==> config.mk <==
export PLATFORM = sky130hd
export DESIGN_NAME = instr_encoder
export DESIGN_NICKNAME = d
export VERILOG_FILES = /design/src/rtl/instr_encoder.sv
export SDC_FILE = /design/constraint.sdc
export NUM_CORES = 1
export LEC_CHECK = 0
export CAP_MARGIN = 30
export CORE_MARGIN = 2
export CORE_UTILIZATION = 45
export CTS_CLUSTER_SIZE = 30
export DETAILED_ROUTE_END_ITERATION = 8
export MAX_ROUTING_LAYER = met4
export PLACE_DENSITY = 0.79
export SYNTH_ARGS = -nofsm -noshare
export SYNTH_HDL_FRONTEND = slang
export SYNTH_SLANG_ARGS = --single-unit
==> constraint.sdc <==
create_clock -name clk -period 6.2 [get_ports clk]
set_input_delay 1.24 -clock clk [delete_from_list [all_inputs] [get_ports clk]]
set_output_delay 1.24 -clock clk [all_outputs]
set_load 0.01 [all_outputs]
==> src/rtl/instr_encoder.sv <==
// instr_encoder: packs a one-hot instruction class plus operand fields
// into a 32-bit MIPS word and streams it out with a running byte address.
module instr_encoder #(
  parameter int unsigned       ADDR_W = 32,
  parameter logic [ADDR_W-1:0] BASE   = '0
) (
  input  logic              clk,
  input  logic              rst_n,
  input  logic              start,
  input  logic              in_valid,
  output logic              in_ready,
  input  logic [10:0]       sel,
  input  logic [4:0]        rs,
  input  logic [4:0]        rt,
  input  logic [4:0]        rd,
  input  logic [4:0]        shamt,
  input  logic [5:0]        funct,
  input  logic [15:0]       imm,
  input  logic [25:0]       target,
  output logic              out_valid,
  input  logic              out_ready,
  output logic [ADDR_W-1:0] out_addr,
  output logic [31:0]       out_word,
  output logic              err,
  output logic [15:0]       word_cnt
);

  localparam logic [5:0] OP_R    = 6'b000000;
  localparam logic [5:0] OP_ADDI = 6'b001000;
  localparam logic [5:0] OP_ANDI = 6'b001100;
  localparam logic [5:0] OP_ORI  = 6'b001101;
  localparam logic [5:0] OP_XORI = 6'b001110;
  localparam logic [5:0] OP_LW   = 6'b100011;
  localparam logic [5:0] OP_SW   = 6'b101011;
  localparam logic [5:0] OP_BEQ  = 6'b000100;
  localparam logic [5:0] OP_LUI  = 6'b001111;
  localparam logic [5:0] OP_J    = 6'b000010;
  localparam logic [5:0] OP_JAL  = 6'b000011;

  localparam logic [ADDR_W-1:0] STEP = ADDR_W'(4);

  logic              out_valid_q, out_valid_d;
  logic [31:0]       out_word_q, out_word_d;
  logic [ADDR_W-1:0] out_addr_q, out_addr_d;
  logic [ADDR_W-1:0] next_addr_q, next_addr_d;
  logic              err_q, err_d;
  logic [15:0]       word_cnt_q, word_cnt_d;

  logic              sel_onehot;
  logic [10:0]       sel_oh;
  logic [31:0]       enc_word;
  logic              accept;
  logic              acc_ok;
  logic              acc_bad;
  logic              hs;
  logic [ADDR_W-1:0] word_addr;

  // Masked select keeps the unique decoder free of multi-hot matches.
  always_comb begin
    sel_onehot = (sel != '0) && ((sel & (sel - 11'd1)) == '0);
    sel_oh     = sel_onehot ? sel : '0;
  end

  always_comb begin
    enc_word = '0;
    unique case (1'b1)
      sel_oh[0]:  enc_word = {OP_R, rs, rt, rd, shamt, funct};
      sel_oh[1]:  enc_word = {OP_ADDI, rs, rt, imm};
      sel_oh[2]:  enc_word = {OP_ANDI, rs, rt, imm};
      sel_oh[3]:  enc_word = {OP_ORI, rs, rt, imm};
      sel_oh[4]:  enc_word = {OP_XORI, rs, rt, imm};
      sel_oh[5]:  enc_word = {OP_LW, rs, rt, imm};
      sel_oh[6]:  enc_word = {OP_SW, rs, rt, imm};
      sel_oh[7]:  enc_word = {OP_BEQ, rs, rt, imm};
      sel_oh[8]:  enc_word = {OP_LUI, 5'd0, rt, imm};
      sel_oh[9]:  enc_word = {OP_J, target};
      sel_oh[10]: enc_word = {OP_JAL, target};
      default:    enc_word = '0;
    endcase
  end

  always_comb begin
    in_ready  = !out_valid_q || out_ready;
    accept    = in_valid && in_ready;
    acc_ok    = accept && sel_onehot;
    acc_bad   = accept && !sel_onehot;
    hs        = out_valid_q && out_ready;
    word_addr = start ? BASE : next_addr_q;
  end

  always_comb begin
    next_addr_d = next_addr_q;
    out_word_d  = out_word_q;
    out_addr_d  = out_addr_q;
    out_valid_d = out_valid_q;
    if (start) begin
      next_addr_d = BASE;
    end
    if (acc_ok) begin
      next_addr_d = word_addr + STEP;
      out_word_d  = enc_word;
      out_addr_d  = word_addr;
      out_valid_d = 1'b1;
    end else if (hs) begin
      out_valid_d = 1'b0;
    end
  end

  always_comb begin
    err_d      = acc_bad;
    word_cnt_d = word_cnt_q;
    if (hs && (word_cnt_q != 16'hFFFF)) begin
      word_cnt_d = word_cnt_q + 16'd1;
    end
  end

  always_ff @(posedge clk or negedge rst_n) begin
    if (!rst_n) begin
      out_valid_q <= 1'b0;
      out_word_q  <= '0;
      out_addr_q  <= '0;
      next_addr_q <= BASE;
      err_q       <= 1'b0;
      word_cnt_q  <= '0;
    end else begin
      out_valid_q <= out_valid_d;
      out_word_q  <= out_word_d;
      out_addr_q  <= out_addr_d;
      next_addr_q <= next_addr_d;
      err_q       <= err_d;
      word_cnt_q  <= word_cnt_d;
    end
  end

  assign out_valid = out_valid_q;
  assign out_word  = out_word_q;
  assign out_addr  = out_addr_q;
  assign err       = err_q;
  assign word_cnt  = word_cnt_q;

endmodule

After elaboration in Yosys (flattened, before gate mapping)
Index checks and enable logic that the tools add are counted.

word-level totals
  register bits = 114
  bits of input ports = 84

operators by class
  add/sub/neg operators = 3
  equality and inequality tests = 1
  mux-type cells = 6
  bitwise gates (word level) = 1
  reduce and logical (&&, ||, !) cells = 12

operators by type and width
  operator                                            count
  case mux 32 bit (11 select lines)                   1
  2-to-1 mux 32 bit                                   2
  adder 32 x 3 -> 32 bit, second input constant       1
  adder 16 x 1 -> 16 bit, second input constant       1
  != test 16 bit, second input constant               1
  AND 11 bit                                          1
  zero test 11 bit                                    1
  2-to-1 mux 11 bit                                   1
  nonzero test 11 bit                                 1
  subtractor 11 x 1 -> 11 bit, second input constant  1
  logical AND 1 bit                                   6
  zero test 1 bit                                     2
  2-to-1 mux 1 bit                                    2
  nonzero test 2 bit                                  1
  logical OR 1 bit                                    1

Longest topological paths before layout
  depth in word-level cells = 6
  gate-level depth with buffers = 8
  gate-level depth less buffers = 7

Worst setup path before layout
Ideal clock, no wire load.

  kind = input-to-reg
  from = input port start
  to = register next_addr_q[20]
  library setup time = 0.125 ns
  arrival time = 3.196 ns
  required time = 6.075 ns
  setup slack = 2.880 ns
  cell stages on the path = 8
  cells stage by stage = clkbuf_1 -> nor2b_1 -> ha_1 -> nand4b_1 -> nor3_1 -> o211ai_1 -> nor4b_1 -> mux2_2

between the ends
  word-level cells in the longest chain between the ends = 3

RTL lines
  element                 line  RTL
  start, declared         9     input logic start,
  2-to-1 mux 32 bit       n/a
  via word_addr[2]        56    logic [ADDR_W-1:0] word_addr;
  adder 32 x 3 -> 32 bit  100   next_addr_d = word_addr + STEP;
  2-to-1 mux 32 bit       99    if (acc_ok) begin
  via next_addr_d[20]     45    logic [ADDR_W-1:0] next_addr_q, next_addr_d;
  end signal, assigned    129   next_addr_q <= next_addr_d;
  end, declared           45

The timed path passes the listed nets, and every way through them passes these cells.
A chain may end at the register's enable or synchronous reset.

Final worst setup path
  from = input port sel[0]
  to = register out_addr_q[26] (netlist: out_addr[26])

between the ends
  word-level cells in the longest chain between the ends = 5
  elaborated cells between the ends (all ways) = 6

RTL lines
  element                      line  RTL
  start, declared              12    input logic [10:0] sel,
  subtractor 11 x 1 -> 11 bit  60    sel_onehot = (sel != '0) && ((sel & (sel - 11'd1)) == '0);
  AND 11 bit                   60
  zero test 11 bit             60
  logical AND 1 bit *          60
  logical AND 1 bit *          85    acc_ok = accept && sel_onehot;
  end signal, assigned         128   out_addr_q <= out_addr_d;
  end, declared                44    logic [ADDR_W-1:0] out_addr_q, out_addr_d;

Mark *: on every way between the ends. The rest lies on a longest branch, timed or not.

==> summary.txt <==
Status
  • Outcome: complete, no violations

Cells and area
  • Antenna diodes: 0
  • Nets@finish: about 750
  • Fill cells: around 990
  • Layout cells sized above 1: between 10% and 20%
  • Area occupied by multi-input gates: ~0.0026 sq mm
  • Seq. cell area: around 0.0028 sq mm
  • Final std cells w/o fill: ~850
  • Area grow syn2layout: 42.5%

Synth
  • Asr flop ratio synth: 100%
  • Cells after Synth: a little over 500
  • Register area share after synthesis: 49.5%
  • Yosys cell types: 51
  • Post-synth EDFFs: 0
  • Post-Synthesis Net Count: between 500 and 600
  • Most used DFF post-synth: dfrtp_1
  • FF+latch count, synth: roughly 110
  • Top cell type's share of synthesized area: a little under 50%
  • Synth Area per Inst: between 10 and 15 sq um
  • Synthesized area: about 0.0057 sq mm
  • Leading area contributor after synthesis: dfrtp_1
  • Top post-synthesis cells by count: dfrtp_1 (113), mux2_2 (51), inv_1 (32)
  • Most frequent cell after synthesis: dfrtp_1
  • Synth area leaders: dfrtp_1 (50%), mux2_2 (10%), mux2i_1 (4.7%)
  • Yosys warns: 0

Critical path
  • CP Capture Type: register
  • Critical path's slowest cell: clkdlybuf4s50_1
  • Critical-path cell list: clkdlybuf4s50_1, or2_2, o221a_2, nor3_4, buf_4, mux2_2
  • Crit path launch: sel[0]
  • Crit Path Category: in -> reg
  • Max incr delay on CP: just over 0.8 ns
  • Buf+Inv Stages, Crit Path: 2
  • CP Max Fanout: 30
  • CP top delay family: simple AND/OR/NAND/NOR gates
  • Req. time, crit path: approximately 6.5 ns
  • Critical R2R Launch: out_valid
  • Crit path launch type: input pin
  • WP data arrival: 4.67 ns

Pwr
  • Net Sw Frac: between 20% and 30%
  • Switch Pwr: 0.000414 W
  • Comb power frac: 8.2%
  • Clk pwr share: between 50% and 60%
  • Internal power: ~0.0015 W
  • Final Power: 0.00195 W
  • VDD IR max: 0.187 mV
  • Sequential share of power: 38.6%
  • Pwr dens: about 240 mW/mm^2
  • LEAKAGE: 3.47 nW

STA
  • RSZ-0062 raised after global routing: no
  • Final Hold Viols: 0
  • Tcrit/Tclk final: roughly 71%
  • Slew headroom: a little over a third
  • Final Setup Violations: 0
  • Skew final: 0.00725 ns
  • Max frequency: roughly 0.23 GHz
  • Final Max Tran Viols: 0
  • Setup_tns: 0 ns
  • Worst-margin pin slew: between 0.9 and 1 ns
  • Crit path time final: between 4 and 5 ns

Worst hold path
  • Hold_sp: word_cnt[15]
  • Worst Hold Class: reg -> reg

Global routing
  • GRT Overall Usage: 22.4%
  • Remaining Overflow, GRT: 0
  • First-pass GRT wire length: 22800 um
  • Largest net degree at the start of global routing: 75
  • Vias in the first global route: 4594
  • Number of antenna violations at the first check in global routing: 0

Clock tree
  • Maximum clock path buffer count: 2
  • CTS tree: done
  • H-tree Lvls: 4
  • Clock Latency Late Sink: ~0.40 ns
  • TritonCTS Buffers: 17
  • Hold-fix buffer count after cts: 0
  • CTS resizes: 0
  • Clock slew at reported path FFs: 0.05 ns
  • Clock Tree Root: clkbuf_16
  • Clock sink total: 113
  • Post-CTS setup buffer count: 0

Routing
  • Total wire length: between 10000 and 15000 um
  • Pre-antenna DRT Iters: 7
  • DR vias: 4657
  • Detail Route Antenna Nets: 0
  • Detailed Route Iter0 Violations: approximately 450
  • WL/cell: around 17 um
  • Residual DRC count: 0
  • Vias per cell: 5.46

Die
  • Die height: 117 um
  • Boundary Pins: ~170
  • Row cnt: just over 40
  • Die ar.: 0.0136 sq mm
  • Core Area: approximately 0.013 sq mm
  • Die X-Extent: about 120 um
  • Initial Util: a little under half

Placed design
  • GP Congestion: around 0.89
  • DP HPWL: a little over 10000 um
  • Port bufs: around 170
  • Post-Place Cells: 820

Run
  • Max-cap viol count: 0
area by class of cell:
class                      count  area share [%]
sequential                   113            34.8
multi-input combinational    334            32.2
timing repair buffer         170            21.1
clock buffer                  22            5.83
tap                          172            2.65
clock inverter                10            1.92
inverter                      32            1.48
flip-flops by register name (all words and copies together) (netlist names):
signal	cells
out_word	31
word_cnt	16
next_addr_q	32
out_valid	1
err	1
out_addr	32
power by group through the flow:
stage                     clock, W  sequential (W)  combinational, W
after floorplan                  0        0.000772         0.0000498
after global placement           0        0.000767          0.000155
after detailed placement         0        0.000767          0.000159
after CTS                  0.00106        0.000755          0.000159
after global routing       0.00109        0.000756          0.000174
final                      0.00104        0.000755          0.000160
logic make-up (layout without fill, tap and decap cells):
logic type / count (synthesis) / in the layout / synth area share (%)
buffers and inverters: 61 / 234 / 4.65
other: 1 / 1 / 0.0657
AOI/OAI and AO/OA: 44 / 44 / 6.64
xor gates and xnor gates: 28 / 28 / 4.30
DFF: 113 / 113 / 49.5
and+or+nand+nor: 175 / 175 / 18.1
adders and majority gates: 3 / 3 / 0.614
muxes: 83 / 83 / 16.1
worst paths after layout:
kind	end	slack, ns	cells after the start
min in group asynchronous	out_word[11]	0.80	1
worst min-delay path	word_cnt[15]	0.50	1
max in group asynchronous	next_addr_q[1]	4.38	3
worst min register to register	word_cnt[15]	0.50	1
worst max register to register	out_addr[26]	3.37	6
worst max-delay path	out_addr[26]	1.81	6
layer usage:
| layer | part of all wire [%] | GRT usage [%] | up-vias |
|---|---|---|---|
| li1 | - | - | 2173 |
| met5 | 0 | - | - |
| met4 | 1.6 | 6.90 | 0 |
| met3 | 7.1 | 6.33 | 17 |
| met2 | 49 | 35.5 | 200 |
| met1 | 42 | 28.0 | 2267 |
metrics by stage:
stage / instance area, sq um / hold WS, ns / utilization [%] / setup WS, ns
3_3_place_gp: 7480 / 0.480 / 59.7 / 1.57
2_1_floorplan: 5710 / 0.469 / - / 2.88
6_report: 8140 / 0.498 / 65.0 / 1.81
4_1_cts: 8110 / 0.506 / 64.8 / 1.85
3_5_place_dp: 7480 / 0.496 / 59.7 / 1.43
5_1_grt: 8140 / 0.513 / 65.0 / 1.68
worst register-to-register path: cells and delay by family, from the launching register on:
kind                   cells  cell delay [ns]
AO/OA/AOI/OAI              1             0.22
AND/OR/NAND/NOR            3             1.27
flip-flops                 1             0.39
buffers and inverters      1             0.44
multiplexers               1             0.38
cells in the final DEF (no fill, tap or decap), types with 2 or more instances in the layout:
cell type / count
clkdlybuf4s50_1: 164
dfrtp_1: 113
mux2_2: 51
inv_1: 32
mux2i_1: 27
nor2_1: 26
nor2b_1: 25
nor4_1: 25
xnor2_1: 20
clkbuf_16: 17
a222oi_1: 16
nand4_1: 15
nand3_1: 14
nand2_1: 13
nor3_1: 11
a22o_1: 10
nand2b_1: 9
xor2_1: 8
or3_1: 8
or2_2: 5
and4_1: 5
mux2_4: 5
clkinv_2: 4
bufinv_16: 4
buf_4: 4
a21oi_1: 3
o2111ai_1: 3
and2_1: 3
o211ai_1: 3
clkbuf_8: 3
o21ai_0: 2
a31o_2: 2
nor3_4: 2
nand4b_1: 2
and3_1: 2
nor4b_1: 2
ha_1: 2
clkbuf_1: 2
Power figures use the tool's default switching activity.
